## src/rtl/multicycle_ctrl_if.sv

```systemverilog
// multicycle_ctrl_if: instruction/flag inputs and control strobes between datapath and controller
interface multicycle_ctrl_if;
  logic [31:0] instr;
  logic        Zero;
  logic        PCSrc;
  logic        ALUSrc;
  logic        RegWrite;
  logic        MemToReg;
  logic [3:0]  ALUCtrl;
  logic        loadPC;
  logic        MemRead;
  logic        MemWrite;
  logic        illegal;
  logic [2:0]  state;
  modport master (
    output instr, Zero,
    input  PCSrc, ALUSrc, RegWrite, MemToReg, ALUCtrl, loadPC, MemRead, MemWrite, illegal, state
  );
  modport slave (
    input  instr, Zero,
    output PCSrc, ALUSrc, RegWrite, MemToReg, ALUCtrl, loadPC, MemRead, MemWrite, illegal, state
  );
endinterface

```

## src/rtl/multicycle_ctrl.sv

```systemverilog
// multicycle_ctrl: five-state multicycle RISC-V control FSM with registered strobes
module multicycle_ctrl (
  input logic clk,
  input logic rst,
  multicycle_ctrl_if.slave bus
);
  typedef enum logic [2:0] {S_IF = 3'd0, S_ID = 3'd1, S_EX = 3'd2, S_MEM = 3'd3, S_WB = 3'd4} state_t;
  localparam logic [3:0] AND_OP = 4'b0000, OR_OP = 4'b0001, ADD_OP = 4'b0010, SUB_OP = 4'b0110,
                         SLT_OP = 4'b0111, SRL_OP = 4'b1000, SLL_OP = 4'b1001, SRA_OP = 4'b1010,
                         XOR_OP = 4'b1101;
  state_t st, nx;
  logic [6:0] op, op_n;
  logic [2:0] f3, f3_n;
  logic f7, f7_n;
  logic is_r, is_i, is_lw, is_sw, is_beq, ill, exec;
  logic [3:0] alu_n;
  logic br;
  function automatic logic [3:0] alu_dec(input logic [2:0] f, input logic b);
    case (f)
      3'b000:  return b ? SUB_OP : ADD_OP;
      3'b001:  return SLL_OP;
      3'b010:  return SLT_OP;
      3'b100:  return XOR_OP;
      3'b101:  return b ? SRA_OP : SRL_OP;
      3'b110:  return OR_OP;
      3'b111:  return AND_OP;
      default: return ADD_OP;
    endcase
  endfunction
  // In IF the fields are being captured this edge, so decode straight from instr
  always_comb begin
    op_n   = st == S_IF ? bus.instr[6:0]   : op;
    f3_n   = st == S_IF ? bus.instr[14:12] : f3;
    f7_n   = st == S_IF ? bus.instr[30]    : f7;
    is_r   = op_n == 7'b0110011;
    is_i   = op_n == 7'b0010011;
    is_lw  = op_n == 7'b0000011;
    is_sw  = op_n == 7'b0100011;
    is_beq = op_n == 7'b1100011;
    ill    = !(is_r || is_i || is_lw || is_sw || is_beq);
    nx     = st == S_IF  ? S_ID :
             st == S_ID  ? (ill ? S_IF : S_EX) :
             st == S_EX  ? (is_beq ? S_IF : (is_lw || is_sw) ? S_MEM : S_WB) :
             st == S_MEM ? (is_lw ? S_WB : S_IF) : S_IF;
    exec   = nx == S_EX || nx == S_MEM || nx == S_WB;
    alu_n  = is_r   ? alu_dec(f3_n, f7_n) :
             is_i   ? (f3_n == 3'b000 ? ADD_OP : alu_dec(f3_n, f7_n)) :
             is_beq ? SUB_OP : ADD_OP;
  end
  // Strobes are registered for the state being entered
  always_ff @(posedge clk) begin
    if (rst) begin
      st           <= S_IF;
      op           <= '0;
      f3           <= '0;
      f7           <= 1'b0;
      br           <= 1'b0;
      bus.ALUSrc   <= 1'b0;
      bus.RegWrite <= 1'b0;
      bus.MemToReg <= 1'b0;
      bus.ALUCtrl  <= ADD_OP;
      bus.loadPC   <= 1'b0;
      bus.MemRead  <= 1'b0;
      bus.MemWrite <= 1'b0;
      bus.illegal  <= 1'b0;
    end else begin
      st <= nx;
      if (st == S_IF) begin
        op <= op_n;
        f3 <= f3_n;
        f7 <= f7_n;
      end
      br           <= nx == S_EX && is_beq;
      bus.ALUSrc   <= (nx == S_EX || nx == S_MEM) && (is_i || is_lw || is_sw);
      bus.RegWrite <= nx == S_WB;
      bus.MemToReg <= nx == S_WB && is_lw;
      bus.ALUCtrl  <= exec ? alu_n : ADD_OP;
      bus.loadPC   <= nx == S_WB || (nx == S_MEM && is_sw) || (nx == S_EX && is_beq) || (nx == S_ID && ill);
      bus.MemRead  <= nx == S_MEM && is_lw;
      bus.MemWrite <= nx == S_MEM && is_sw;
      bus.illegal  <= nx == S_ID && ill;
    end
  end
  assign bus.PCSrc = br & bus.Zero;
  assign bus.state = st;
endmodule

```

## src/flat_wrapper.sv

```systemverilog
// flat-port wrapper written by rule: the top's interface ports become plain ports
module multicycle_ctrl_flat 
  (clk, rst, bus_instr, bus_Zero, bus_PCSrc, bus_ALUSrc, bus_RegWrite, bus_MemToReg, bus_ALUCtrl, bus_loadPC, bus_MemRead, bus_MemWrite, bus_illegal, bus_state);
  multicycle_ctrl_if bus_i ();
  input logic clk;
  input logic rst;
  input wire logic [$bits(bus_i.instr)-1:0] bus_instr;
  input wire logic [$bits(bus_i.Zero)-1:0] bus_Zero;
  output wire logic [$bits(bus_i.PCSrc)-1:0] bus_PCSrc;
  output wire logic [$bits(bus_i.ALUSrc)-1:0] bus_ALUSrc;
  output wire logic [$bits(bus_i.RegWrite)-1:0] bus_RegWrite;
  output wire logic [$bits(bus_i.MemToReg)-1:0] bus_MemToReg;
  output wire logic [$bits(bus_i.ALUCtrl)-1:0] bus_ALUCtrl;
  output wire logic [$bits(bus_i.loadPC)-1:0] bus_loadPC;
  output wire logic [$bits(bus_i.MemRead)-1:0] bus_MemRead;
  output wire logic [$bits(bus_i.MemWrite)-1:0] bus_MemWrite;
  output wire logic [$bits(bus_i.illegal)-1:0] bus_illegal;
  output wire logic [$bits(bus_i.state)-1:0] bus_state;
  assign bus_i.instr = bus_instr;
  assign bus_i.Zero = bus_Zero;
  assign bus_PCSrc = bus_i.PCSrc;
  assign bus_ALUSrc = bus_i.ALUSrc;
  assign bus_RegWrite = bus_i.RegWrite;
  assign bus_MemToReg = bus_i.MemToReg;
  assign bus_ALUCtrl = bus_i.ALUCtrl;
  assign bus_loadPC = bus_i.loadPC;
  assign bus_MemRead = bus_i.MemRead;
  assign bus_MemWrite = bus_i.MemWrite;
  assign bus_illegal = bus_i.illegal;
  assign bus_state = bus_i.state;
  multicycle_ctrl u_core (.clk(clk), .rst(rst), .bus(bus_i));
endmodule
```

## config.mk

```make
export PLATFORM = sky130hd
export DESIGN_NAME = multicycle_ctrl_flat
export DESIGN_NICKNAME = d
export VERILOG_FILES = /design/src/rtl/multicycle_ctrl_if.sv /design/src/rtl/multicycle_ctrl.sv /design/src/flat_wrapper.sv
export SDC_FILE = /design/constraint.sdc
export NUM_CORES = 1
export LEC_CHECK = 0
export BUFFER_PORTS_ARGS = -buffer_cell sky130_fd_sc_hd__buf_2
export CAP_MARGIN = 10
export CORE_AREA = 2 2 51 53
export CTS_BUF_LIST = sky130_fd_sc_hd__clkbuf_2 sky130_fd_sc_hd__clkbuf_4 sky130_fd_sc_hd__clkbuf_8
export CTS_CLUSTER_DIAMETER = 30
export DETAILED_ROUTE_END_ITERATION = 12
export DIE_AREA = 0 0 53 55
export GPL_TIMING_DRIVEN = 1
export PLACE_DENSITY = 0.83
export REMOVE_ABC_BUFFERS = 1
export SYNTH_ARGS = -nofsm -noshare
export SYNTH_HDL_FRONTEND = slang
export SYNTH_SLANG_ARGS = --single-unit
```

## constraint.sdc

```tcl
create_clock -name clk -period 3.9 [get_ports clk]
set_input_delay 0.39 -clock clk [delete_from_list [all_inputs] [get_ports clk]]
set_output_delay 0.39 -clock clk [all_outputs]
set_load 0.005 [all_outputs]
```

==> impl_metrics.py, run 1 <==
metrics = {
    "cts": {
        "clk_pin_slew_ns": 0.13,
        "cts_root_buf": "clkbuf_4",
        "ctsHoldBuffers": 0,
        "clock_sinks": 26,
        "h-tree-depth": 1,
        "clock_latency_ns": 0.32,
        "cts_buffers": 3,
        "post_cts_resized": 0,
        "clock_path_buffers": 2,
        "cts_tree": "done",
        "post_cts_buffers": 0,
    },
    "timing": {
        "fin_crit_sh_pct": 67.2,
        "setup_ws_ns": 1.28,
        "drv_slew": 0,
        "relSlewSlack_pct": 30.8,
        "fin_crit_ns": 2.62,
        "hold_viol": 0,
        "worst_pin_slew_ns": 1.03,
        "final-setup-viol-count": 0,
        "tns_ns": 0,
        "fmax_mhz": 382,
        "finalClockSkew_ns": 0.00335,
        "rsz0062_at_grt": "no",
    },
    "finish": {
        "n_antenna_cell": 0,
        "fillerInstances": 235,
        "fin_cells": 181,
        "final_common_cell": "buf_2",
        "nets": 187,
        "drive_gt1_share_pct": 27.8,
        "regArea_um2": 520,
        "fin_area_um2": 1360,
        "final_cell_mix": "buf_2 (28), dfxtp_1 (26), nand2_1 (12)",
        "syn2layout_area_growth_pct": 16.1,
        "multiInputGateArea_um2": 602,
    },
    "drt": {
        "num_vias": 1056,
        "drc": 0,
        "wl_per_cell_um": 13.8,
        "vias_per_cell": 5.83,
        "wirelength_um": 2490,
        "ant_nets": 0,
        "drt_pass1_iterations": 4,
        "drtIter0Drc": 23,
    },
    "pwr": {
        "total_power_w": 0.000477,
        "p_leak_nw": 0.611,
        "ir_drop_mv": 0.249,
        "p_per_area_nw_per_um2": 352,
    },
    "critical_path": {
        "critical_path_class": "flip-flop to flip-flop",
        "crit_end": "u_core.bus.ALUCtrl[0]",
        "worstPathArrival_ns": 2.82,
        "r2r.worst_path.cells": 4,
        "cp-end-kind": "flip-flop",
        "regToRegStartpoint": "u_core.bus.state[0]",
        "cp-start-kind": "flip-flop",
        "rr_endpoint": "u_core.bus.ALUCtrl[0]",
        "cp_max_fo": 15,
        "critPathLaunch": "u_core.bus.state[0]",
        "worstPathRequired_ns": 4.10,
        "rrSetupSlack_ns": 1.28,
    },
    "synth": {
        "ys_seq_elements": 26,
        "syn_inst": 125,
        "yosysWarnings": 0,
        "avgSynthCellArea_um2": 9.34,
        "synth_edf_count": 0,
        "syn-cell-area_um2": 1170,
        "synthDistinctLibCells": 42,
        "synth-seq-area-share_pct": 44.6,
        "synthFlopType": "dfxtp_1",
        "synthArstFlopShare_pct": 0,
    },
    "place": {
        "dpl.hpwl_um": 1860,
        "pre_cts_slack_ns": 1.30,
        "port_buffers": 28,
        "place.gp.congestion": 0.830,
        "dpl.cell_count": 177,
        "placed_area_um2": 1320,
    },
    "die": {
        "die_h_um": 55,
        "start_util_pct": 49.4,
        "rows": 18,
        "dieArea_um2": 2920,
        "dieWidth_um": 53,
        "io_pins": 50,
        "fp.coreArea_um2": 2360,
    },
    "global_routing": {
        "grt_start_max_net_pins": 16,
        "antenna_found_initial": 0,
        "grt_first_pass_wirelength_um": 4010,
        "overflow": 0,
        "grt_use_total_pct": 18.7,
        "grt_pass1_vias": 925,
    },
    "flow_run": {
        "maxCapViolCount": 0,
    },
    "hold_path": {
        "whs_path_depth": 3,
        "hold_class": "input port to flip-flop",
        "worst_hold_startpoint": "bus_instr[1]",
    },
    "outcome": {
        "run_status": "finished clean",
    },
}
how the worst min path moves through the flow:
stage          slack, ns      endpoint
2_1_floorplan       0.43  u_core.op[2]
3_3_place_gp        0.45  u_core.op[2]
3_5_place_dp        0.45  u_core.op[2]
4_1_cts             0.31  u_core.op[1]
5_1_grt             0.31  u_core.op[0]
6_report            0.31  u_core.op[1]
worst max-delay path, stage by stage (launching register included):
cell       delay (ns)
dfxtp_1          0.50
nor3_2           0.89
mux2i_1          0.62
nor3_1           0.12
a2111oi_0        0.37
power breakdown:
| group | internal (W) | switching, W | total [W] | leakage (nW) |
|---|---|---|---|---|
| logic | 0.0000262 | 0.0000320 | 0.0000581 | 0.377 |
| registers | 0.000276 | 0.0000105 | 0.000286 | 0.213 |
| clock network | 0.0000571 | 0.0000755 | 0.000133 | 0.0210 |
| total | 0.000359 | 0.000118 | 0.000477 | 0.611 |
cell type report:
| type | instances | share of cell area [%] |
|---|---|---|
| Clock buffer | 4 | 2.68 |
| Timing Repair Buffer | 28 | 10.3 |
| Tap cell | 30 | 2.77 |
| Inverter | 5 | 1.39 |
| Sequential cell | 26 | 38.4 |
| Multi-Input combinational cell | 88 | 44.4 |
per-layer routing:
metal	GRT usage, %	share of wire [%]	up-vias
li1	-	-	507
met1	21.3	41	496
met2	34.2	50	46
met3	3.76	7.1	7
met4	7.69	1.9	0
met5	0	0	-
state kept, by name, indices dropped and copies added (netlist names):
register             cells
u_core.bus.RegWrite      1
u_core.bus.ALUSrc        1
u_core.br                1
u_core.f7                1
u_core.bus.state         3
u_core.bus.ALUCtrl       4
u_core.f3                3
u_core.bus.MemRead       1
u_core.op                7
u_core.bus.illegal       1
u_core.bus.loadPC        1
u_core.bus.MemToReg      1
u_core.bus.MemWrite      1
synth_stat cells (all sizes together) (2+ instances only):
master	n	share of area [%]
nand4bb	2	3.3
buf	4	1.6
o21ai	3	1.3
nor2	9	2.9
a2111oi	3	2.3
clkbuf	2	0.64
nand2	12	3.9
a211oi	2	1.3
a21oi	9	3.9
dfxtp	26	45
and2	2	1.1
or2	2	1.1
o21a	2	1.3
nand2b	2	1.1
nor4	6	4.3
inv	5	1.6
nor2b	3	1.6
a22oi	2	2.5
nor4b	3	2.3
mux2i	4	3.4
nor3	7	3.4
o31a	2	1.5
per-stage QoR:
step | hold slack, ns | utilization, %
5_1_grt | 0.308 | 57.3
6_report | 0.305 | 57.3
2_1_floorplan | 0.431 | -
3_5_place_dp | 0.451 | 55.8
4_1_cts | 0.307 | 57.3
3_3_place_gp | 0.446 | 55.8
kinds of logic after synthesis:
| group | after synthesis | synth area share [%] |
|---|---|---|
| simple gates | 57 | 31.4 |
| buf+inv | 11 | 3.86 |
| compound gates | 27 | 16.7 |
| flops | 26 | 44.6 |
| mux | 4 | 3.43 |
No activity file was read; power rests on OpenSTA's default activity.
==> run 2: changes to the inputs <==
--- a/config.mk
+++ b/config.mk
@@ -7,13 +7,13 @@
 export LEC_CHECK = 0
 export BUFFER_PORTS_ARGS = -buffer_cell sky130_fd_sc_hd__buf_2
 export CAP_MARGIN = 10
-export CORE_AREA = 2 2 51 53
+export CORE_AREA = 2 2 55 57
 export CTS_BUF_LIST = sky130_fd_sc_hd__clkbuf_2 sky130_fd_sc_hd__clkbuf_4 sky130_fd_sc_hd__clkbuf_8
 export CTS_CLUSTER_DIAMETER = 30
 export DETAILED_ROUTE_END_ITERATION = 12
-export DIE_AREA = 0 0 53 55
+export DIE_AREA = 0 0 57 59
 export GPL_TIMING_DRIVEN = 1
-export PLACE_DENSITY = 0.83
+export PLACE_DENSITY = 0.75
 export REMOVE_ABC_BUFFERS = 1
 export SYNTH_ARGS = -nofsm -noshare
 export SYNTH_HDL_FRONTEND = slang
==> constraint.sdc (replaced) <==
create_clock -name clk -period 2.34 [get_ports clk]
set_input_delay 0.234 -clock clk [delete_from_list [all_inputs] [get_ports clk]]
set_output_delay 0.234 -clock clk [all_outputs]
set_load 0.005 [all_outputs]
==> run 2 against run 1 <==
Count of clock-buffer cells in the layout shrank 1. Worst hold slack worse by 0.15 ns. Highest routed layer unchanged. Via count down 0.38%. Final area is 4.0% higher.
==> impl_metrics.py, run 2 (synthesized netlist as in run 1, its figures left out) <==
metrics = {
    "place": {
        "dpl.hpwl_um": 2020,
        "port_buffers": 28,
        "place.gp.congestion": 0.884,
    },
    "finish": {
        "n_antenna_cell": 0,
        "fillerInstances": 263,
        "drive_gt1_share_pct": 31.6,
        "utilization_pct": 52.0,
        "final_common_cell": "buf_2",
        "largest-register": "u_core.op",
        "final_cell_mix": "buf_2 (28), dfxtp_1 (26), nand2_1 (12)",
        "syn2layout_area_growth_pct": 20.7,
        "nets": 195,
        "largest_reg_flops": 7,
        "top_regs": "u_core.op (7), u_core.bus.ALUCtrl (4)",
    },
    "global_routing": {
        "overflow": 0,
        "grt_first_pass_wirelength_um": 4470,
        "grt_use_total_pct": 16.7,
        "grt_start_max_net_pins": 16,
        "antenna_found_initial": 0,
        "grt_pass1_vias": 1083,
    },
    "critical_path": {
        "worst_path_max_delay_cell": "dfxtp_1",
        "cpPeakStageDelay_ns": 0.54,
        "cp-start-kind": "flip-flop",
        "cp-end-kind": "flip-flop",
        "worstPathArrival_ns": 2.34,
        "worstPathRequired_ns": 2.53,
        "regToRegStartpoint": "u_core.bus.state[2]",
        "critical-path-top-delay-family": "simple AND/OR/NAND/NOR gates",
        "critPathLaunch": "u_core.bus.state[2]",
        "cp_max_fo": 10,
        "path_buf_inv": 0,
        "critical_path_class": "flip-flop to flip-flop",
        "crit_chain": "nor3_2, or4_4, a22oi_4, or4b_1",
    },
    "timing": {
        "rsz0062_at_grt": "no",
        "worst_pin_slew_ns": 0.768,
        "tns_ns": 0,
        "drv_slew": 0,
        "final-setup-viol-count": 0,
        "fin_crit_ns": 2.14,
        "fin_crit_sh_pct": 91.6,
        "fmax_mhz": 467,
        "relSlewSlack_pct": 48.5,
        "hold_viol": 0,
        "finalClockSkew_ns": 0.00705,
    },
    "pwr": {
        "p_leak_nw": 0.644,
        "ir_drop_mv": 0.338,
        "p_per_area_nw_per_um2": 545,
    },
    "cts": {
        "clock_path_buffers": 2,
        "cts_root_buf": "clkbuf_4",
        "clk_pin_slew_ns": 0.13,
        "cts_buffers": 3,
        "clock_sinks": 26,
        "clock_latency_ns": 0.31,
        "cts_tree": "done",
        "h-tree-depth": 1,
    },
    "die": {
        "rows": 19,
        "dieWidth_um": 57,
        "io_pins": 50,
        "start_util_pct": 43.1,
        "fp.coreArea_um2": 2710,
        "die_h_um": 59,
        "dieArea_um2": 3360,
    },
    "outcome": {
        "run_status": "finished clean",
    },
    "drt": {
        "num_vias": 1052,
        "wl_per_cell_um": 13.6,
        "drc": 0,
        "wirelength_um": 2570,
        "ant_nets": 0,
        "vias_per_cell": 5.57,
        "drt_pass1_iterations": 4,
        "drtIter0Drc": 22,
    },
    "hold_path": {
        "hold_class": "input port to flip-flop",
        "worst_hold_startpoint": "bus_instr[2]",
    },
    "flow_run": {
        "maxCapViolCount": 0,
    },
}
## run 2: changes by cell type in the layout (fill, tap and decap cells not counted), sizes merged
| cell | previous run | this run |
|---|---|---|
| buf | 28 | 36 |
| clkbuf | 4 | 3 |
## run 2: worst reg2reg max path: cells and delay by family, from the launching register on
kind	cells	cell delay (ns)
flops	1	0.54
compound gates	1	0.30
simple gates	3	1.20
## run 2: layout make-up
class                           instances  area, um^2  area share, %
Sequential cell                        26         520           36.9
Inverter                                5        18.8           1.33
Multi-Input combinational cell         88         608           43.2
Clock buffer                            3        22.5           1.60
Tap cell                               31        38.8           2.75
Timing Repair Buffer                   36         200           14.2
## run 2: path summary, 6_finish.rpt
| path | slack, ns | cells after the start | to |
|---|---|---|---|
| setup / recovery | 0.20 | 4 | u_core.bus.loadPC |
| hold / removal | 0.16 | 3 | u_core.op[2] |
| setup reg to reg | 0.20 | 4 | u_core.bus.loadPC |
| hold reg to reg | 0.47 | 2 | u_core.op[3] |
## run 2: through the flow
step | area (um^2) | power, W | hold slack (ns) | setup slack, ns | std cells
global route | 1410 | 0.000801 | 0.171 | 0.0669 | 189
floorplan | 1140 | 0.000545 | 0.303 | 0.196 | 119
finish | 1410 | 0.000768 | 0.155 | 0.196 | 189
detailed placement | 1380 | 0.000595 | 0.452 | 0.202 | 186
global placement | 1380 | 0.000590 | 0.447 | 0.266 | 186
CTS | 1400 | 0.000775 | 0.153 | 0.173 | 189
## run 2: metal layers
metal  track usage, %  vias up  part of all wire, %
li1                 -      523                    -
met1             18.3      488                   43
met2             31.7       37                   51
met3             3.28        4                  4.9
met4             6.31        0                 0.74
met5                0        -                    0
## run 2: what timing repair did
| action | CTS | global route |
|---|---|---|
| buffers inserted | 0 | 0 |
| hold buffers | 0 | 0 |
| resized for setup | 0 | 1 |
| endpoints found under the setup margin | 0 | 1 |
## run 2: power breakdown
part	total (W)	internal, W	switching [W]
Combinational	0.000113	0.0000525	0.0000603
Sequential	0.000473	0.000460	0.0000138
Clock	0.000182	0.0000601	0.000121
==> run 3: changes to the inputs <==
--- a/config.mk
+++ b/config.mk
@@ -7,13 +7,14 @@
 export LEC_CHECK = 0
 export BUFFER_PORTS_ARGS = -buffer_cell sky130_fd_sc_hd__buf_2
 export CAP_MARGIN = 10
-export CORE_AREA = 2 2 55 57
+export CORE_AREA = 2 2 51 53
 export CTS_BUF_LIST = sky130_fd_sc_hd__clkbuf_2 sky130_fd_sc_hd__clkbuf_4 sky130_fd_sc_hd__clkbuf_8
 export CTS_CLUSTER_DIAMETER = 30
 export DETAILED_ROUTE_END_ITERATION = 12
-export DIE_AREA = 0 0 57 59
+export DIE_AREA = 0 0 53 55
 export GPL_TIMING_DRIVEN = 1
-export PLACE_DENSITY = 0.75
+export PLACE_DENSITY = 0.83
+export RECOVER_POWER = 25
 export REMOVE_ABC_BUFFERS = 1
 export SYNTH_ARGS = -nofsm -noshare
 export SYNTH_HDL_FRONTEND = slang
==> constraint.sdc (replaced) <==
create_clock -name clk -period 2.6 [get_ports clk]
set_input_delay 0.26 -clock clk [delete_from_list [all_inputs] [get_ports clk]]
set_output_delay 0.26 -clock clk [all_outputs]
set_load 0.005 [all_outputs]
==> run 3 against run 2 <==
Register-to-register slack better by 0.20 ns. Global-route usage rose by 3.5 points. Utilization rose by 7.0 points. Cell count is 2.1% lower. Worst setup slack improved by 0.20 ns. Power increased by 3.7%. Critical path depth is 1 higher. Count of clock-buffer cells in the layout stayed put. Critical path type unchanged. Largest cell class unchanged. Largest power group unchanged.
==> impl_metrics.py, run 3 (synthesized netlist as in run 1, its figures left out) <==
metrics = {
    "place": {
        "port_buffers": 28,
        "pre_cts_slack_ns": 0.418,
        "dpl.hpwl_um": 1970,
        "place.gp.congestion": 0.839,
        "dpl.cell_count": 181,
    },
    "cts": {
        "clock_latency_ns": 0.32,
        "post_cts_resized": 0,
        "clock_path_buffers": 2,
        "cts_buffers": 3,
        "clk_pin_slew_ns": 0.13,
        "post_cts_buffers": 0,
        "clock_sinks": 26,
        "cts_root_buf": "clkbuf_4",
        "ctsHoldBuffers": 0,
        "cts_tree": "done",
        "h-tree-depth": 1,
    },
    "drt": {
        "drtIter0Drc": 30,
        "drt_pass1_iterations": 4,
        "wirelength_um": 2600,
        "vias_per_cell": 5.79,
        "ant_nets": 0,
        "num_vias": 1072,
        "wl_per_cell_um": 14.0,
        "drc": 0,
    },
    "global_routing": {
        "antenna_found_initial": 0,
        "grt_start_max_net_pins": 16,
        "overflow": 0,
        "grt_use_total_pct": 20.2,
        "grt_first_pass_wirelength_um": 4280,
        "grt_pass1_vias": 993,
    },
    "finish": {
        "largest_reg_flops": 7,
        "final_cell_mix": "dfxtp_1 (26), buf_2 (22), nand2_1 (12)",
        "drive_gt1_share_pct": 25.8,
        "fin_cells": 185,
        "final_common_cell": "dfxtp_1",
        "top_regs": "u_core.op (7), u_core.bus.ALUCtrl (4)",
        "nets": 191,
        "n_antenna_cell": 0,
        "syn2layout_area_growth_pct": 19.4,
        "largest-register": "u_core.op",
    },
    "timing": {
        "fin_crit_ns": 2.20,
        "relSlewSlack_pct": 60.5,
        "fin_hold_ws_ns": 0.177,
        "final-setup-viol-count": 0,
        "finalClockSkew_ns": 0.00461,
        "rsz0062_at_grt": "no",
        "tns_ns": 0,
        "hold_viol": 0,
        "worst_pin_slew_ns": 0.576,
        "fmax_mhz": 454,
        "fin_crit_sh_pct": 84.8,
        "setup_ws_ns": 0.396,
        "drv_slew": 0,
    },
    "pwr": {
        "clkPwrFrac_pct": 34.1,
        "share_comb_of_total_power_pct": 12.1,
        "total_power_w": 0.000796,
        "p_int_w": 0.000614,
        "p_leak_nw": 0.612,
        "p_switching_w": 0.000182,
        "power.share.sequential_pct": 53.7,
        "switching_share_pct": 22.9,
        "p_per_area_nw_per_um2": 571,
        "ir_drop_mv": 0.458,
    },
    "hold_path": {
        "hold_class": "input port to flip-flop",
    },
    "critical_path": {
        "cpPeakStageDelay_ns": 0.55,
        "rrSetupSlack_ns": 0.40,
        "worstPathArrival_ns": 2.42,
        "worst_path_max_delay_cell": "dfxtp_1",
        "cp-end-kind": "flip-flop",
        "cp_max_fo": 15,
        "crit_chain": "nor3_2, buf_4, or4_4, a22oi_4, or4b_1",
        "critical_path_class": "flip-flop to flip-flop",
        "cp-start-kind": "flip-flop",
        "worstPathRequired_ns": 2.81,
    },
    "die": {
        "dieArea_um2": 2920,
        "dieWidth_um": 53,
        "die_h_um": 55,
        "io_pins": 50,
        "rows": 18,
        "start_util_pct": 49.4,
        "fp.coreArea_um2": 2360,
    },
    "outcome": {
        "run_status": "finished clean",
    },
    "flow_run": {
        "maxCapViolCount": 0,
    },
}
## run 3: worst max-delay path: cells and delay by family (launching register included)
kind,cells,cell delay (ns)
AOI/OAI and AO/OA,1,0.29
and+or+nand+nor,3,1.04
buffers and inverters,1,0.21
DFF,1,0.55
## run 3: final timing paths
check,startpoint,endpoint,depth (start not counted)
hold reg to reg,u_core.op[2],u_core.op[2],2
hold / removal,bus_instr[2],u_core.op[2],3
setup / recovery,u_core.bus.state[1],u_core.bus.loadPC,5
setup reg to reg,u_core.bus.state[1],u_core.bus.loadPC,5
## run 3: final cells by class
type	count	area (um^2)
timing repair buffer	32	163
clock inverter	1	30.0
tap	30	37.5
fill	222	971
sequential	26	520
multi-input combinational	88	602
inverter	5	18.8
clock buffer	3	22.5
## run 3: routing by layer
metal	global-route usage (%)	vias to the layer above	part of all wire [%]
li1	-	517	-
met2	38.1	37	54
met3	3.23	6	6.6
met1	22.3	512	38
met4	8.97	0	1.5
met5	0	-	0
## run 3: power by group through the flow
stage	logic, W	registers, W	clock network, W
6_report	0.0000967	0.000428	0.000272
5_1_grt	0.000107	0.000430	0.000292
4_1_cts	0.0000969	0.000428	0.000281
3_5_place_dp	0.0000963	0.000436	0
3_3_place_gp	0.0000915	0.000435	0
2_1_floorplan	0.0000554	0.000435	0
## run 3: stage by stage
step | instance area, um^2 | util [%]
5_1_grt | 1390 | 58.9
4_1_cts | 1400 | 59.3
2_1_floorplan | 1140 | -
3_5_place_dp | 1350 | 57.0
6_report | 1390 | 58.9
3_3_place_gp | 1350 | 57.0
